[src/rtl/pipe_ctrl_pkg.sv]
// Shared definitions for the five-stage pipeline stall/flush controller:
// FSM state encodings and the default register-file address width.
package pipe_ctrl_pkg;

    localparam int REG_ADDR_W = 3;

    localparam logic [1:0] ST_RUN      = 2'd0;
    localparam logic [1:0] ST_LU_STALL = 2'd1;
    localparam logic [1:0] ST_MEM_WAIT = 2'd2;
    localparam logic [1:0] ST_HALT     = 2'd3;

endpackage

[src/rtl/sat_counter.sv]
// Event counter that sticks at all-ones instead of wrapping, so a debug
// readout never under-reports a long-running condition.
module sat_counter #(
    parameter int W = 16
) (
    input  logic         clk,
    input  logic         rst,
    input  logic         inc_i,
    output logic [W-1:0] count_o
);

    logic [W-1:0] count_q;
    logic [W-1:0] count_d;

    always_comb begin
        count_d = count_q;
        if (inc_i && (count_q != {W{1'b1}})) begin
            count_d = count_q + W'(1);
        end
    end

    always_ff @(posedge clk) begin
        if (rst) begin
            count_q <= '0;
        end else begin
            count_q <= count_d;
        end
    end

    assign count_o = count_q;

endmodule

[src/rtl/pipe_hazard_ctrl.sv]
// Central stall/flush controller: resolves memory wait, taken redirects,
// load-use hazards and HALT by priority and drives the pipeline enables.
module pipe_hazard_ctrl #(
    parameter int LOAD_USE_BUBBLES = 1,
    parameter int REG_ADDR_W       = pipe_ctrl_pkg::REG_ADDR_W,
    parameter int CNT_W            = 16
) (
    input  logic                  clk,
    input  logic                  rst,
    input  logic                  id_valid,
    input  logic [REG_ADDR_W-1:0] id_rs1,
    input  logic [REG_ADDR_W-1:0] id_rs2,
    input  logic                  id_use_rs1,
    input  logic                  id_use_rs2,
    input  logic                  id_is_halt,
    input  logic                  ex_valid,
    input  logic                  ex_is_load,
    input  logic [REG_ADDR_W-1:0] ex_rd,
    input  logic                  ex_br_taken,
    input  logic                  mem_busy,
    output logic                  pc_we,
    output logic                  if_id_we,
    output logic                  if_id_flush,
    output logic                  id_ex_bubble,
    output logic                  pipe_freeze,
    output logic                  halted,
    output logic [1:0]            state,
    output logic [CNT_W-1:0]      stall_cnt,
    output logic [CNT_W-1:0]      flush_cnt
);

    import pipe_ctrl_pkg::*;

    // The first bubble is issued from RUN, so the counter covers only the rest.
    localparam logic [1:0] BUB_INIT = 2'(LOAD_USE_BUBBLES - 1);

    logic [1:0] state_q;
    logic [1:0] state_d;
    logic [1:0] bub_q;
    logic [1:0] bub_d;
    logic       load_use;
    logic       flush_evt;

    assign load_use = id_valid & ex_valid & ex_is_load &
                      ((id_use_rs1 & (id_rs1 == ex_rd)) |
                       (id_use_rs2 & (id_rs2 == ex_rd)));

    always_comb begin
        pc_we        = 1'b1;
        if_id_we     = 1'b1;
        if_id_flush  = 1'b0;
        id_ex_bubble = 1'b0;
        pipe_freeze  = 1'b0;
        flush_evt    = 1'b0;
        state_d      = state_q;
        bub_d        = bub_q;

        case (state_q)
            // MEM_WAIT falls back into normal hazard evaluation once memory is ready.
            ST_RUN, ST_MEM_WAIT: begin
                if (mem_busy) begin
                    pc_we       = 1'b0;
                    if_id_we    = 1'b0;
                    pipe_freeze = 1'b1;
                    state_d     = ST_MEM_WAIT;
                end else begin
                    state_d = ST_RUN;
                    if (ex_br_taken) begin
                        if_id_flush  = 1'b1;
                        id_ex_bubble = 1'b1;
                        flush_evt    = 1'b1;
                    end else if (load_use) begin
                        pc_we        = 1'b0;
                        if_id_we     = 1'b0;
                        id_ex_bubble = 1'b1;
                        if (LOAD_USE_BUBBLES > 1) begin
                            state_d = ST_LU_STALL;
                            bub_d   = BUB_INIT;
                        end
                    end else if (id_valid && id_is_halt) begin
                        pc_we    = 1'b0;
                        if_id_we = 1'b0;
                        state_d  = ST_HALT;
                    end
                end
            end
            ST_LU_STALL: begin
                pc_we        = 1'b0;
                if_id_we     = 1'b0;
                id_ex_bubble = 1'b1;
                if (mem_busy) begin
                    pipe_freeze = 1'b1;
                end else if (bub_q <= 2'd1) begin
                    state_d = ST_RUN;
                    bub_d   = 2'd0;
                end else begin
                    bub_d = bub_q - 2'd1;
                end
            end
            default: begin
                pc_we        = 1'b0;
                if_id_we     = 1'b0;
                id_ex_bubble = 1'b1;
            end
        endcase
    end

    always_ff @(posedge clk) begin
        if (rst) begin
            state_q <= ST_RUN;
            bub_q   <= 2'd0;
        end else begin
            state_q <= state_d;
            bub_q   <= bub_d;
        end
    end

    assign halted = (state_q == ST_HALT);
    assign state  = state_q;

    sat_counter #(.W(CNT_W)) u_stall_cnt (
        .clk     (clk),
        .rst     (rst),
        .inc_i   (~pc_we),
        .count_o (stall_cnt)
    );

    sat_counter #(.W(CNT_W)) u_flush_cnt (
        .clk     (clk),
        .rst     (rst),
        .inc_i   (flush_evt),
        .count_o (flush_cnt)
    );

endmodule

[config.mk]
export PLATFORM = sky130hd
export DESIGN_NAME = pipe_hazard_ctrl
export DESIGN_NICKNAME = d
export VERILOG_FILES = /design/src/rtl/pipe_ctrl_pkg.sv /design/src/rtl/sat_counter.sv /design/src/rtl/pipe_hazard_ctrl.sv
export SDC_FILE = /design/constraint.sdc
export NUM_CORES = 1
export LEC_CHECK = 0
export ABC_AREA = 1
export CORE_MARGIN = 4
export CORE_UTILIZATION = 40
export CTS_CLUSTER_SIZE = 16
export DETAILED_ROUTE_END_ITERATION = 8
export GPL_TIMING_DRIVEN = 0
export PLACE_DENSITY = 0.69
export SLEW_MARGIN = 10
export SYNTH_ARGS = -nofsm -noshare
export SYNTH_HDL_FRONTEND = slang
export SYNTH_SLANG_ARGS = --single-unit
export TNS_END_PERCENT = 30
[constraint.sdc]
create_clock -name clk -period 4.7 [get_ports clk]
set_clock_uncertainty 0.1 [all_clocks]
set_input_delay 0.47 -clock clk [delete_from_list [all_inputs] [get_ports clk]]
set_output_delay 0.47 -clock clk [all_outputs]
set_load 0.01 [all_outputs]
Word level (Yosys, flattened, before mapping)
Cells that the tools add are included.
Operators by class
  order comparisons: 1
  equality and inequality tests: 9
  reductions and logical operators: 9
  mux-type cells: 22
  bitwise logic cells: 8
  $add $sub $neg: 3
Operators with widths (count)
  adder 16 x 1 -> 16 bit, second input constant: 2
  inequality test 16 bit, second input constant: 2
  two-way mux 1 bit: 14
  two-way mux 2 bit: 7
  equality test 3 bit: 2
  bitwise AND 1 bit: 5
  equality test 2 bit, second input constant: 2
  inequality test 2 bit, second input constant: 2
  one-hot mux 2 bit (2 select lines): 1
  logical AND 1 bit: 3
  AND reduction 3 bit: 1
  OR reduction 3 bit: 1
  equality test 2 x 1 -> 1 bit, second input constant: 1
  <= comparator 2 x 1 -> 1 bit, second input constant: 1
  zero test 2 bit: 1
  NOT 1 bit: 2
  AND reduction 2 bit: 1
  nonzero test 2 bit: 1
  OR reduction 2 bit: 1
  subtractor 2 x 1 -> 2 bit, second input constant: 1
  bitwise OR 1 bit: 1
Storage, ports and cells
  output and inout bits: 40
  input port bits: 19
  logic and storage cells: 56
  bits in registers: 36

Longest topological paths before layout
Gate-level depths: netlist of the first run.
  depth in word-level cells: 10
  depth in mapped cells: 13
  mapped depth without buffers: 13

Hierarchy
From an unflattened synthesis of the first run, not the netlist that was laid out.
Second synthesis, totals
  cell total of the unflattened synthesis: 370
  area, all modules: 2259.7 um2
Modules (own cells, without submodules)
  sat_counter: sequential area each 320.3 um2, area an instance 929.6 um2, times used 2, cells an instance 149
  pipe_hazard_ctrl: sequential area each 80.1 um2, area an instance 400.4 um2, times used 1, cells an instance 72

Worst setup path after synthesis of the first run
OpenSTA, ideal clock, no wires.
  path kind: input -> output
  start: in id_rs2[0]
  end: out pc_we
  cell stages on the path: 11
  arrival: 1.367 ns
  path slack: 2.763 ns
  buffers on the path: 2
  required time: 4.130 ns
  cell sequence: inv_1 nand2_1 nand2_1 nor2_1 nand2_1 nand2_1 nand2_1 nand2_4 buf_4 nand2_1 buf_4
Between the ends
  word-level cells in the longest chain between the ends: 8
RTL lines
  from (decl): RTL line pipe_hazard_ctrl.sv:12  | input logic [REG_ADDR_W-1:0] id_rs2,
  equality test 3 bit: RTL line pipe_hazard_ctrl.sv:46  | (id_use_rs2 & (id_rs2 == ex_rd)));
  bitwise AND 1 bit: RTL line pipe_hazard_ctrl.sv:46
  bitwise OR 1 bit: RTL line pipe_hazard_ctrl.sv:45  | ((id_use_rs1 & (id_rs1 == ex_rd)) |
  bitwise AND 1 bit: RTL line pipe_hazard_ctrl.sv:44  | assign load_use = id_valid & ex_valid & ex_is_load &
  two-way mux 1 bit (4 in series)
  to (decl): RTL line pipe_hazard_ctrl.sv:21  | output logic pc_we,
Every way passes these cells.

Worst setup path in the final report of the first run
  start: in mem_busy
  end: out pc_we
Between the ends
  word-level cells in the longest chain between the ends: 2
RTL lines
  from (decl): RTL line pipe_hazard_ctrl.sv:20  | input logic mem_busy,
  two-way mux 1 bit: RTL line pipe_hazard_ctrl.sv:61  | if (mem_busy) begin
  two-way mux 1 bit: RTL line pipe_hazard_ctrl.sv:58  | case (state_q)
Every way passes these cells.

==> flow_metrics.env, run 1 <==
export IMPL_tritoncts="yes"
export IMPL_clock_sinks=36
export IMPL_syn_area_mm2=0.00229
export IMPL_cp_max_fo=10
export IMPL_reg2regPathDepth=7
export IMPL_start_util_pct=41.3
export IMPL_synth_area_per_cell_um2=6.57
export IMPL_cp_buffers_inverters=5
export IMPL_mappedNetlistNets=369
export IMPL_max_slew_margin_pct=57.5
export IMPL_cp_cell_sequence="clkdlybuf4s50_1 > nor2_1 > nand2_1 > buf_2 > buf_2 > nand2_1 > buf_4 > clkdlybuf4s50_1"
export IMPL_worstPathArrival_ns=2.50
export IMPL_rsz0062_at_grt="false"
export IMPL_hp_class="reg -> reg"
export IMPL_drc=0
export IMPL_antenna_cells=0
export IMPL_fp_dieW_um=83.6
export IMPL_root_buffer="clkbuf_8"
export IMPL_critPathSlowestCell="clkdlybuf4s50_1"
export IMPL_dp_final_hpwl_um=4430
export IMPL_synthCells=348
export IMPL_post_cts_resized=0
export IMPL_cts_hold_fix_buffers=0
export IMPL_crit_family="buffers and inverters"
export IMPL_p_per_area_mw_per_mm2=220
export IMPL_gp_congestion=0.847
export IMPL_regToRegSetupSlack_ns=2.76
export IMPL_overflow=0
export IMPL_ir_worst_vdd_uv=162
export IMPL_post_cts_buffers=0
export IMPL_min_from="bub_q[0]$_SDFFE_PP0P_"
export IMPL_whs_endpoint="bub_q[0]$_SDFFE_PP0P_"
export IMPL_die_area_mm2=0.00699
export IMPL_p_leak_nw=1.13
export IMPL_insertion_delay_ns=0.29
export IMPL_grt_usage_pct=17.2
export IMPL_critPathLaunchType="input pin"
export IMPL_grt_max_degree=12
export IMPL_ys_warn_count=0
export IMPL_wirelength_um=5820
export IMPL_layout_drive_gt1_share_pct=11.1
export IMPL_max_freq_ghz=0.326
export IMPL_cts_htree_levels=2
export IMPL_viasPerCell=4.93
export IMPL_num_vias=2392
export IMPL_layout_min_cycle_time_ns=3.07
export IMPL_area_growth_synth_to_final_pct=33.6
export IMPL_clkTransAtPathRegs_ns=0.07
export IMPL_slowest_delay_ns=0.52
export IMPL_grt_pass1_vias=2260
export IMPL_worst_setup_path_type="in -> out"
export IMPL_cap_viol_max_count=0
export IMPL_wl_per_cell_um=12.0
export IMPL_synth_distinct_cells=32
export IMPL_critPathRequiredTime_ns=4.13
export IMPL_setup_viol=0
export IMPL_tns_ns=0
export IMPL_status="finished, final reports clean"
export IMPL_core_area_mm2=0.00554
export IMPL_synth_seq_area_share_pct=31.5
export IMPL_drtAntennaViolNets=0
export IMPL_rows=27
export IMPL_finalCritPeriodShare_pct=65.3
export IMPL_cts_buffers=5
export IMPL_worst_slew_pin_slew_ns=0.637
export IMPL_hold_viol=0
export IMPL_antenna_found_initial=0
export IMPL_r2r_start="u_stall_cnt.count_o[0]$_SDFFE_PP0P_"
export IMPL_grt_pass1_wl_um=10000
export IMPL_power_w=0.000671
export IMPL_rr_endpoint="u_stall_cnt.count_o[5]$_SDFFE_PP0P_"
export IMPL_slew_viol_final=0
export IMPL_portBuffers=57
export IMPL_ios=59
export IMPL_cp_end_kind="primary output"
export IMPL_firstDrtPassIters=6
export IMPL_fin_nets=433
export IMPL_clk_path_buf_depth=2
export IMPL_ys_ff_latch=36
export IMPL_drt_initial_drc_count=91
export IMPL_whs_path_depth=2
export IMPL_die_h_um=83.6
[cells in the mapped netlist, drive strengths merged]
master	instances	area share, %
nand2	107	18
nor2	46	8.6
inv	42	6.9
dfxtp	36	32
a21oi	28	7.9
nand4	21	6.4
nand3	20	4.8
xor2	9	3.4
nor3	7	2.4
buf	6	2.1
o21ai	6	1.3
clkbuf	5	0.82
xnor2	5	1.9
and3	2	0.55
ha	2	1.1
a211oi	1	0.33
a31oi	1	0.27
and2	1	0.27
clkinv	1	0.16
o21bai	1	0.33
o31ai	1	0.33
[sequential cells by signal, indices dropped and copies added (netlist names)]
name                 cells
u_flush_cnt.count_o     16
u_stall_cnt.count_o     16
bub_q                    2
state                    2
[power by group]
| group | leakage [nW] | internal (W) | total [W] | switching (W) |
|---|---|---|---|---|
| Sequential | 0.291 | 0.000309 | 0.000313 | 0.00000482 |
| Combinational | 0.780 | 0.0000409 | 0.0000853 | 0.0000444 |
| Clock | 0.0552 | 0.000157 | 0.000272 | 0.000115 |
[logic make-up (layout without fill, tap and decap cells)]
family	count (synthesis)	after routing	share of synthesized area [%]
fa+ha+maj	2	2	1.09
flops	36	36	31.5
simple gates	204	204	41.5
buf+inv	54	119	9.96
compound gates	38	38	10.5
xor+xnor	14	14	5.36
[worst max path at each step]
stage	startpoint	to	slack, ns	depth (start not counted)
after floorplan	id_rs2[0]	pc_we	2.76	11
after global placement	mem_busy	pc_we	1.69	8
after detailed placement	mem_busy	pc_we	1.66	8
after CTS	mem_busy	pc_we	1.65	8
after global routing	mem_busy	pc_we	1.50	8
final	mem_busy	pc_we	1.63	8
[layer usage]
layer / vias to the layer above / wire length [um] / global-route usage (%) / part of all wire [%]
met3: 8 / 261 / 3.36 / 4.5
met1: 1080 / 2720 / 21.3 / 47
met2: 58 / 2760 / 29.4 / 47
met4: 0 / 79 / 6.43 / 1.4
met5: - / 0 / 0 / 0
li1: 1246 / - / - / -
[final cells by class]
class,count,area (um^2)
tap,72,90.1
clock buffer,6,72.6
multi-input combinational,258,1340
buffer,11,66.3
timing repair buffer,57,571
clock inverter,2,35.0
fill,546,2490
sequential,36,721
inverter,43,161
[cell usage in the layout (no fill, tap or decap), types with 3 or more instances in the layout]
master	n
a21oi_1	17
a21oi_2	11
clkbuf_1	6
clkbuf_8	5
clkdlybuf4s50_1	57
dfxtp_1	36
inv_1	35
inv_2	7
nand2_1	103
nand3_1	18
nand4_1	20
nor2_1	42
nor2_4	3
nor3_1	3
nor3_2	4
o21ai_0	6
xnor2_1	5
xor2_1	9
[worst min-delay path, cell delays in order, from the launching register on]
cell     delay (ns)
dfxtp_1        0.31
nand2_1        0.06
a21oi_1        0.05
[per-stage QoR]
stage | util [%] | std cells | hold WS (ns) | setup slack, ns | cell area (um^2)
final | 55.1 | 485 | 0.371 | 1.63 | 3050
after global routing | 55.1 | 485 | 0.390 | 1.50 | 3050
after global placement | 53.2 | 477 | 0.353 | 1.69 | 2950
after floorplan | - | 348 | 0.338 | 2.76 | 2290
after detailed placement | 53.2 | 477 | 0.365 | 1.66 | 2950
after CTS | 55.1 | 485 | 0.375 | 1.65 | 3050
No activity file was read; power rests on OpenSTA's default activity.
==> inputs of run 2 (changes only) <==
==> constraint.sdc (replaced) <==
create_clock -name clk -period 2.9 [get_ports clk]
set_clock_uncertainty 0.1 [all_clocks]
set_input_delay 0.29 -clock clk [delete_from_list [all_inputs] [get_ports clk]]
set_output_delay 0.29 -clock clk [all_outputs]
set_load 0.01 [all_outputs]
==> results of run 2 <==
The final DEF is identical to that of run 1. Status: finished, final reports clean.
Among the figures that moved: setup slack after placement 1.66 ns -> 0.217 ns; setup slack after layout 1.63 ns -> 0.191 ns; hold slack 0.371 ns -> 0.269 ns; register-to-register setup slack 2.76 ns -> 0.96 ns; end point of the worst hold path bub_q[0]$_SDFFE_PP0P_ -> u_flush_cnt.count_o[3]$_SDFFE_PP0P_; total power 0.000671 W -> 0.00109 W; worst IR drop on VDD 162 uV -> 263 uV
